## src/rtl/alu_pkg.sv

```systemverilog
// alu_pkg: shared definitions for the pipelined carry-lookahead add/sub unit.
//   op_e      : operation encoding (ADD/SUB/ADDC/SUBC)
//   sat_max() : largest signed value of a w-bit word (0111...1), zero-extended
//   sat_min() : smallest signed value of a w-bit word (1000...0), zero-extended
//   width_ok(): elaboration-time legality of a WIDTH/GROUP pair
package alu_pkg;

  typedef enum logic [1:0] {
    OP_ADD  = 2'd0,
    OP_SUB  = 2'd1,
    OP_ADDC = 2'd2,
    OP_SUBC = 2'd3
  } op_e;

  // Helpers return a fixed 64-bit container; callers size-cast to their width.
  localparam int MAX_WIDTH = 64;

  function automatic logic [MAX_WIDTH-1:0] sat_max(input int w);
    logic [MAX_WIDTH-1:0] r;
    r = '0;
    for (int i = 0; i < MAX_WIDTH; i++) begin
      if (i < w - 1) r[i] = 1'b1;
    end
    return r;
  endfunction

  function automatic logic [MAX_WIDTH-1:0] sat_min(input int w);
    logic [MAX_WIDTH-1:0] r;
    r = '0;
    for (int i = 0; i < MAX_WIDTH; i++) begin
      if (i == w - 1) r[i] = 1'b1;
    end
    return r;
  endfunction

  function automatic bit width_ok(input int w, input int g);
    return (g > 0) && (w >= g) && (w <= MAX_WIDTH) && ((w % g) == 0);
  endfunction

endpackage

```

## src/rtl/cla_group.sv

```systemverilog
// cla_group: one GROUP-bit carry-lookahead slice (purely combinational).
//   p   : per-bit propagate (a ^ b_eff)
//   g   : per-bit generate  (a & b_eff)
//   ci  : carry into the group
//   gp  : group propagate (all bits propagate)
//   gg  : group generate (group produces a carry with ci = 0)
//   sum : GROUP-bit sum for the given ci
module cla_group #(
  parameter int GROUP = 4
) (
  input  logic [GROUP-1:0] p,
  input  logic [GROUP-1:0] g,
  input  logic             ci,
  output logic             gp,
  output logic             gg,
  output logic [GROUP-1:0] sum
);

  logic [GROUP-1:0] c;
  logic             gen_acc;

  always_comb begin
    c = '0;
    c[0] = ci;
    for (int i = 0; i < GROUP - 1; i++) begin
      c[i+1] = g[i] | (p[i] & c[i]);
    end
    sum = p ^ c;
  end

  // Group generate is the carry the slice emits when fed with zero.
  always_comb begin
    gen_acc = 1'b0;
    for (int i = 0; i < GROUP; i++) begin
      gen_acc = g[i] | (p[i] & gen_acc);
    end
    gg = gen_acc;
    gp = &p;
  end

endmodule

```

## src/rtl/cla_addsub_pipe.sv

```systemverilog
// cla_addsub_pipe: two-stage pipelined carry-lookahead adder/subtractor.
//   clk, rst_n             : clock (rising edge), async active-low reset
//   in_valid/in_ready      : operand handshake (a, b, cin, op, sat)
//   out_valid/out_ready    : result handshake (s, cout, ovfl, zero, neg)
// Stage 1 registers operands plus per-group P/G; stage 2 resolves group
// carries, forms the sum, saturates and produces flags into the output
// register. in_ready depends combinationally on out_ready only.
module cla_addsub_pipe
  import alu_pkg::*;
#(
  parameter int WIDTH = 16,
  parameter int GROUP = 4
) (
  input  logic             clk,
  input  logic             rst_n,
  input  logic             in_valid,
  output logic             in_ready,
  input  logic [WIDTH-1:0] a,
  input  logic [WIDTH-1:0] b,
  input  logic             cin,
  input  logic [1:0]       op,
  input  logic             sat,
  output logic             out_valid,
  input  logic             out_ready,
  output logic [WIDTH-1:0] s,
  output logic             cout,
  output logic             ovfl,
  output logic             zero,
  output logic             neg
);

  localparam int NG  = WIDTH / GROUP;
  localparam int MSB = WIDTH - 1;
  localparam logic [WIDTH-1:0] SAT_MAX = WIDTH'(sat_max(WIDTH));
  localparam logic [WIDTH-1:0] SAT_MIN = WIDTH'(sat_min(WIDTH));

  if (!width_ok(WIDTH, GROUP)) begin : g_bad_params
    $error("cla_addsub_pipe: WIDTH must be a multiple of GROUP and <= 64");
  end

  // ---------------- stage 1: operand conditioning ----------------
  op_e              op_q;
  logic [WIDTH-1:0] beff;
  logic             cin_eff;
  logic [WIDTH-1:0] bit_p;
  logic [WIDTH-1:0] bit_g;
  logic [NG-1:0]    grp_p;
  logic [NG-1:0]    grp_g;
  logic [WIDTH-1:0] s1_sum_unused;

  assign op_q  = op_e'(op);
  assign beff  = b ^ {WIDTH{op[0]}};
  assign bit_p = a ^ beff;
  assign bit_g = a & beff;

  // SUBC uses cin directly as carry-not-borrow, same as ADDC.
  always_comb begin
    case (op_q)
      OP_ADD:  cin_eff = 1'b0;
      OP_SUB:  cin_eff = 1'b1;
      default: cin_eff = cin;
    endcase
  end

  // Group P/G come from the same slice used in stage 2; its sum is not needed here.
  for (genvar gi = 0; gi < NG; gi++) begin : g_s1_pg
    cla_group #(.GROUP(GROUP)) u_pg (
      .p   (bit_p[gi*GROUP +: GROUP]),
      .g   (bit_g[gi*GROUP +: GROUP]),
      .ci  (1'b0),
      .gp  (grp_p[gi]),
      .gg  (grp_g[gi]),
      .sum (s1_sum_unused[gi*GROUP +: GROUP])
    );
  end

  logic             s1_valid_reg;
  logic [WIDTH-1:0] s1_a_reg;
  logic [WIDTH-1:0] s1_beff_reg;
  logic [WIDTH-1:0] s1_p_reg;
  logic [NG-1:0]    s1_gp_reg;
  logic [NG-1:0]    s1_gg_reg;
  logic             s1_cin_reg;
  logic             s1_sat_reg;

  // ---------------- handshake ----------------
  logic out_valid_reg;
  logic adv2;
  logic adv1;

  assign adv2     = !out_valid_reg | out_ready;
  assign adv1     = !s1_valid_reg | adv2;
  assign in_ready = adv1;

  always_ff @(posedge clk or negedge rst_n) begin
    if (!rst_n) begin
      s1_valid_reg <= 1'b0;
      s1_a_reg     <= '0;
      s1_beff_reg  <= '0;
      s1_p_reg     <= '0;
      s1_gp_reg    <= '0;
      s1_gg_reg    <= '0;
      s1_cin_reg   <= 1'b0;
      s1_sat_reg   <= 1'b0;
    end else if (adv1) begin
      s1_valid_reg <= in_valid;
      if (in_valid) begin
        s1_a_reg    <= a;
        s1_beff_reg <= beff;
        s1_p_reg    <= bit_p;
        s1_gp_reg   <= grp_p;
        s1_gg_reg   <= grp_g;
        s1_cin_reg  <= cin_eff;
        s1_sat_reg  <= sat;
      end
    end
  end

  // ---------------- stage 2: lookahead, sum, saturation ----------------
  logic [NG:0]      carry;
  logic [WIDTH-1:0] s2_bit_g;
  logic [WIDTH-1:0] raw;
  logic [NG-1:0]    s2_gp_unused;
  logic [NG-1:0]    s2_gg_unused;
  logic             ovfl_raw;
  logic [WIDTH-1:0] s_final;

  assign carry[0] = s1_cin_reg;
  assign s2_bit_g = s1_a_reg & s1_beff_reg;

  for (genvar gi = 0; gi < NG; gi++) begin : g_s2
    assign carry[gi+1] = s1_gg_reg[gi] | (s1_gp_reg[gi] & carry[gi]);

    cla_group #(.GROUP(GROUP)) u_sum (
      .p   (s1_p_reg[gi*GROUP +: GROUP]),
      .g   (s2_bit_g[gi*GROUP +: GROUP]),
      .ci  (carry[gi]),
      .gp  (s2_gp_unused[gi]),
      .gg  (s2_gg_unused[gi]),
      .sum (raw[gi*GROUP +: GROUP])
    );
  end

  // Overflow compares against the effective B so subtraction is handled too.
  assign ovfl_raw = (s1_a_reg[MSB] == s1_beff_reg[MSB]) & (raw[MSB] != s1_a_reg[MSB]);

  // On overflow both operands share a's sign, so a's sign picks the clamp rail.
  always_comb begin
    s_final = raw;
    if (s1_sat_reg && ovfl_raw) begin
      s_final = s1_a_reg[MSB] ? SAT_MIN : SAT_MAX;
    end
  end

  // ---------------- output register ----------------
  logic [WIDTH-1:0] s_reg;
  logic             cout_reg;
  logic             ovfl_reg;
  logic             zero_reg;
  logic             neg_reg;

  always_ff @(posedge clk or negedge rst_n) begin
    if (!rst_n) begin
      out_valid_reg <= 1'b0;
      s_reg         <= '0;
      cout_reg      <= 1'b0;
      ovfl_reg      <= 1'b0;
      zero_reg      <= 1'b0;
      neg_reg       <= 1'b0;
    end else if (adv2) begin
      out_valid_reg <= s1_valid_reg;
      if (s1_valid_reg) begin
        s_reg    <= s_final;
        cout_reg <= carry[NG];
        ovfl_reg <= ovfl_raw;
        zero_reg <= (s_final == '0);
        neg_reg  <= s_final[MSB];
      end
    end
  end

  assign out_valid = out_valid_reg;
  assign s         = s_reg;
  assign cout      = cout_reg;
  assign ovfl      = ovfl_reg;
  assign zero      = zero_reg;
  assign neg       = neg_reg;

endmodule

```

## config.mk

```make
export PLATFORM = sky130hd
export DESIGN_NAME = cla_addsub_pipe
export DESIGN_NICKNAME = d
export VERILOG_FILES = /design/src/rtl/alu_pkg.sv /design/src/rtl/cla_group.sv /design/src/rtl/cla_addsub_pipe.sv
export SDC_FILE = /design/constraint.sdc
export NUM_CORES = 1
export LEC_CHECK = 0
export ABC_AREA = 1
export ABC_CLOCK_PERIOD_IN_PS = 3100
export CAP_MARGIN = 20
export CELL_PAD_IN_SITES_DETAIL_PLACEMENT = 2
export CELL_PAD_IN_SITES_GLOBAL_PLACEMENT = 2
export CORE_MARGIN = 8
export CORE_UTILIZATION = 38
export DETAILED_ROUTE_END_ITERATION = 10
export DONT_BUFFER_PORTS = 1
export HOLD_SLACK_MARGIN = 0.12
export PLACE_DENSITY = 0.86
export SETUP_SLACK_MARGIN = 0.4
export SKIP_LAST_GASP = 1
export SYNTH_ARGS = -nofsm -noshare
export SYNTH_HDL_FRONTEND = slang
export SYNTH_SLANG_ARGS = --single-unit
```

## constraint.sdc

```tcl
create_clock -name clk -period 3.1 [get_ports clk]
set_input_delay 0.62 -clock clk [delete_from_list [all_inputs] [get_ports clk]]
set_output_delay 0.62 -clock clk [all_outputs]
set_load 0.02 [all_outputs]
```

==> flow_summary.json, run 1 <==
{
  "rr_worst_depth": 17,
  "clkTransAtPathRegs_ns": 0.09,
  "clock_sinks": 73,
  "p_leak_nw": 2.245,
  "wl_met1_um": 4912,
  "vias": 2931,
  "layout.cells.most_common_list": "137 x nand2_1, 73 x dfrtp_1, 25 x ha_1",
  "clock_path_buffers": 2,
  "nets": 500,
  "rsz0062_at_grt": "true",
  "io_pins": 62,
  "rows": 36,
  "coreArea_um2": 9549,
  "worstMarginPinSlew_ns": 0.5728,
  "final_layout_size_suffix_gt1_share_pct": 19.95,
  "multi_input_area_um2": 1891,
  "wl_met3_um": 584,
  "drv_slew": 0,
  "clkPwrFrac_pct": 25.4,
  "synth_top_area_cell": "dfrtp_1",
  "fp.dieW_um": 114.2,
  "die_y_um": 114.2,
  "globalRouteTotalUtil_pct": 19.39,
  "vdd_drop_max_mv": 0.2449,
  "power_density_nw_per_um2": 812.6,
  "setup_viol": 0,
  "firstDrtPassIters": 6,
  "worst_hold_path_type": "in2async",
  "die-area_um2": 13050,
  "synthCells": 414,
  "maxCapViolations": 0,
  "gr-total-overflow": 0,
  "status": "finished clean",
  "synth.distinct_cells": 26,
  "ys_seq_area_share_pct": 49.83,
  "ys.flop_type": "dfrtp_1",
  "grt_pass1_vias": 3434,
  "top_layer": "met4",
  "final-hold-violation-count": 0,
  "seq_power_share_pct": 42.9,
  "ys_warn_count": 0,
  "synth_edf_count": 0,
  "final_common_cell": "nand2_1",
  "intPower_mw": 2.144,
  "n_antenna_cell": 0,
  "arrival_ns": 3.20,
  "drc": 0,
  "synth_nets": 482,
  "cts_htree_levels": 3,
  "timing.setup.tns_ns": 0,
  "rr_startpoint": "s1_cin_reg",
  "avgSynthCellArea_um2": 8.855,
  "routed_via_density": 5.151,
  "area.growth.synth_to_final_pct": 19.97,
  "cts_root_buffer": "clkbuf_8",
  "routed_wl_um": 12680,
  "ys_top_cells_by_area": "dfrtp_1 50%, nand2_1 15%, ha_1 9.6%, xor2_1 4.3%, a21oi_1 3.3%",
  "p_sw_mw": 1.430,
  "io_buffers": 0,
  "clock.fmax_mhz": 341.8,
  "dr_wl_met2_um": 6946,
  "cp_max_fo": 11,
  "initial_core_util_pct": 38.39,
  "postRouteAntennaNets": 0,
  "drt-initial-drc-count": 109,
  "critPathLaunchType": "register",
  "end_kind": "register",
  "max_slew_margin_pct": 61.76,
  "r2r_setup_slack_ns": 0.17,
  "wl_per_cell_um": 22.28,
  "grt_pass1_wl_um": 19220,
  "place.gp.congestion": 0.7900,
  "synth-seq-cells": 73,
  "synth_top_cell_area_share_pct": 49.83,
  "cts_tree": "yes",
  "combinationalPowerShare_pct": 31.7,
  "numCtsBuffers": 9,
  "async_reset_ff_share_pct": 100.0,
  "clk_latency_ns": 0.36,
  "dp_hpwl_um": 7783,
  "whs_ns": 0.1564,
  "r2r_end": "s[5]",
  "seqCellArea_um2": 1827,
  "grt_max_degree": 74,
  "post-route-min-period_ns": 2.926,
  "cp_data_required_time_ns": 3.37,
  "num-fill-cells": 1055,
  "crit_type": "reg2reg",
  "netlist_area_um2": 3666,
  "worst_clock_skew_ns": 0.01409,
  "antenna_found_initial": 0,
  "swShare_pct": 40.01,
  "timing.final.crit_share_pct": 94.39
}
[per-layer routing]
metal	global-route usage [%]	vias to the layer above
met5	0	-
met3	4.589	18
li1	-	1370
met1	21.21	1482
met4	7.098	0
met2	35.53	61
[metrics by stage]
| stage | area, um2 | utilization, % | instances | setup slack, ns | total power [mW] |
|---|---|---|---|---|---|
| global placement | 3757 | 39.35 | 533 | 0.2485 | 2.244 |
| detailed placement | 3757 | 39.35 | 533 | 0.07092 | 2.314 |
| finish | 4398 | 46.06 | 569 | 0.1741 | 3.574 |
| CTS | 4219 | 44.18 | 560 | 0.2783 | 3.398 |
| global route | 4398 | 46.06 | 569 | 0.1193 | 3.757 |
| floorplan | 3666 | - | 414 | 0.5433 | 2.040 |
[cells in the mapped netlist, types with 2 or more instances]
library cell  number
ha_1              28
nor2_1            23
o21ai_2            3
nand2_1          147
a21o_1            12
o211ai_1           4
inv_2              3
buf_6              2
o21bai_1           2
o21ai_0           20
inv_1             19
clkbuf_1           4
buf_2              9
nand2_2            5
a21oi_1           24
nand3_1            9
xor2_1            18
buf_4              2
dfrtp_1           73
[worst max path at each step]
stage / slack (ns) / start / end / cells past startpoint
floorplan: 0.54 / s1_gg_reg[0] / zero / 20
global placement: 0.25 / s1_gg_reg[0] / zero / 19
detailed placement: 0.07 / s1_gg_reg[0] / zero / 19
CTS: 0.28 / s1_cin_reg / zero / 20
global route: 0.12 / s1_cin_reg / s[9] / 17
finish: 0.17 / s1_cin_reg / s[5] / 17
[critical path: stages (launching register included)]
cell      delay, ns
dfrtp_1        0.41
inv_2          0.10
o21bai_4       0.07
a21o_1         0.19
a21o_1         0.18
ha_2           0.17
a21o_1         0.15
ha_2           0.16
a21o_1         0.15
ha_2           0.18
inv_4          0.08
nand3_1        0.14
nand3_4        0.16
nand2_8        0.09
buf_4          0.15
nand2_4        0.14
nand2_1        0.13
a21oi_2        0.19
[final cells by class]
class                   count  area share [%]
multi-input cells         304           42.99
clock inverters             6           2.447
well taps                 133           3.784
inverters                  22           2.048
flip-flops and latches     73           41.54
clock buffers               9           2.817
repair buffers             22           4.381
[logic make-up (layout without fill, tap and decap cells)]
family	count (synthesis)	count (layout)	synth area share [%]
DFF	73	73	49.83
adders and majority gates	28	28	9.556
xor gates and xnor gates	19	19	4.539
and+or+nand+nor	185	187	19.76
AOI/OAI and AO/OA	70	70	11.40
buffers and inverters	39	59	4.914
[what timing repair did]
action                                  in CTS  in global routing
buffers inserted                             9                  9
hold endpoints to repair                    73                  0
pin swaps                                   11                 13
hold buffers                                 1                  0
resized for setup                           33                 28
endpoints found under the setup margin      17                 17
gates cloned                                 2                  0
[power by group through the flow]
stage	Clock (mW)	Sequential [mW]	Combinational [mW]
after global routing	0.962	1.56	1.23
after CTS	0.920	1.53	0.947
after global placement	0	1.52	0.723
after floorplan	0	1.46	0.580
after detailed placement	0	1.54	0.773
final	0.907	1.53	1.13
(Power assumes the default switching activity.)
==> run 2: changes to the inputs <==
--- a/config.mk
+++ b/config.mk
@@ -15,7 +15,7 @@
 export DETAILED_ROUTE_END_ITERATION = 10
 export DONT_BUFFER_PORTS = 1
 export HOLD_SLACK_MARGIN = 0.12
-export PLACE_DENSITY = 0.86
+export PLACE_DENSITY_LB_ADDON = 0.1
 export SETUP_SLACK_MARGIN = 0.4
 export SKIP_LAST_GASP = 1
 export SYNTH_ARGS = -nofsm -noshare
==> flow_summary.json, run 2 (synthesis results as in run 1) <==
{
  "num-fill-cells": 1090,
  "cp_slowest_stage_delay_ns": 0.38,
  "clkTransAtPathRegs_ns": 0.08,
  "clock.fmax_mhz": 363.5,
  "power_mw": 3.068,
  "final_util_pct": 43.45,
  "final-hold-violation-count": 0,
  "drt-initial-drc-count": 88,
  "crit_type": "reg2reg",
  "cp_slowest_cell": "dfrtp_1",
  "dp_hpwl_um": 7278,
  "final_layout_size_suffix_gt1_share_pct": 13.82,
  "io_pins": 62,
  "post_dp_cell_area_um2": 3765,
  "numCtsBuffers": 9,
  "cp_data_required_time_ns": 3.37,
  "die-area_um2": 13050,
  "gr-total-overflow": 0,
  "n_antenna_cell": 0,
  "worstMarginPinSlew_ns": 0.7083,
  "cts_tree": "yes",
  "timing.setup.tns_ns": 0,
  "cts_root_buffer": "clkbuf_8",
  "layout.cells.most_common_list": "144 x nand2_1, 73 x dfrtp_1, 25 x ha_1",
  "grt_pass1_vias": 3200,
  "p_leak_nw": 2.142,
  "coreArea_um2": 9549,
  "end_kind": "register",
  "max_slew_margin_pct": 52.71,
  "rows": 36,
  "place.gp.congestion": 0.7514,
  "postRouteAntennaNets": 0,
  "grt_max_degree": 74,
  "status": "finished clean",
  "drc": 0,
  "routed_via_density": 4.954,
  "dp_slack_ns": 0.2710,
  "wl_per_cell_um": 18.38,
  "routed_wl_um": 10290,
  "firstDrtPassIters": 4,
  "setup_viol": 0,
  "grt_pass1_wl_um": 16730,
  "clk_latency_ns": 0.34,
  "clock_path_buffers": 2,
  "post-route-min-period_ns": 2.751,
  "io_buffers": 0,
  "setup_ws_ns": 0.3492,
  "rsz0062_at_grt": "true",
  "cts_htree_levels": 3,
  "final_area_um2": 4149,
  "cp_max_fo": 6,
  "critPathLaunchType": "register",
  "power_density_nw_per_um2": 739.5,
  "initial_core_util_pct": 38.39,
  "path_cells": "o21bai_4 > a21o_1 > a21o_1 > ha_2 > a21o_1 > ha_2 > a21o_1 > ha_2 > inv_4 > nand2_4 > nand2_4 > nand3_4 > nand2_4 > nand2_8 > o21ai_2 > nand2_1 > nor2_1 > nand3_1 > nand2_1",
  "area.growth.synth_to_final_pct": 13.17,
  "clock_sinks": 73,
  "vdd_drop_max_mv": 0.2279,
  "timing.final.crit_share_pct": 88.74,
  "cp_common_cell": "a21o_1",
  "maxCapViolations": 0,
  "final_common_cell": "nand2_1",
  "worst_clock_skew_ns": 0.009765,
  "globalRouteTotalUtil_pct": 16.49,
  "drv_slew": 0,
  "antenna_found_initial": 0,
  "fin_cells": 560,
  "arrival_ns": 3.02,
  "worst_hold_path_type": "in2async",
  "whs_ns": 0.1794,
  "fp.dieW_um": 114.2,
  "nets": 490,
  "die_y_um": 114.2,
  "vias": 2774,
  "dp_cells": 534
}
## run 2: cell count changes in the layout (fill, tap and decap cells not counted), sizes merged
cell / previous run / this run
nand2: 154 / 153
clkbuf: 9 / 12
clkinvlp: 1 / 0
bufinv: 3 / 0
buf: 22 / 13
inv: 21 / 22
clkinv: 3 / 4
## run 2: routing by layer
metal	wire length (um)	GRT usage, %
met5	0	0
met4	134	4.880
met3	445	3.903
met2	5303	28.82
met1	4410	19.61
## run 2: what timing repair did
item	CTS	global route
buffers inserted	5	3
hold endpoints to repair	73	0
gates cloned	1	0
pin swaps	11	8
gates resized for setup	23	14
setup endpoints to repair	14	17
hold buffers	1	0
## run 2: power by group
group	switching (mW)	internal, mW	leakage (nW)
clock	0.339	0.286	0.0839
combinational	0.567	0.373	1.18
sequential	0.317	1.19	0.882
total	1.22	1.84	2.14
## run 2: critical path: cells and delay by family, from the launching register on
| family | cells | cell delay (ns) |
|---|---|---|
| adder cells (fa/ha/maj) | 3 | 0.51 |
| AO/OA/AOI/OAI | 6 | 0.93 |
| buffers and inverters | 1 | 0.07 |
| flip-flops | 1 | 0.38 |
| AND/OR/NAND/NOR | 9 | 0.81 |
## run 2: worst paths after layout
path                       slack, ns  cells after the start              to            from
max                             0.35                     19            zero    s1_gg_reg[0]
min                             0.18                      1           s[11]           rst_n
max reg2reg                     0.35                     19            zero    s1_gg_reg[0]
min reg2reg                     0.49                      2  s1_beff_reg[2]  s1_beff_reg[2]
max in group asynchronous       2.62                      1    s1_gg_reg[2]           rst_n
min in group clk                0.39                      2     s1_a_reg[2]            a[2]
## run 2: area by class of cell
class | instances | area (um2) | share of cell area, %
Sequential cell | 73 | 1827 | 44.03
Multi-Input combinational cell | 303 | 1785 | 43.03
Tap cell | 133 | 166.4 | 4.011
Clock buffer | 12 | 135.1 | 3.257
Timing Repair Buffer | 13 | 125.1 | 3.016
Inverter | 22 | 90.09 | 2.171
Clock inverter | 4 | 20.02 | 0.4825
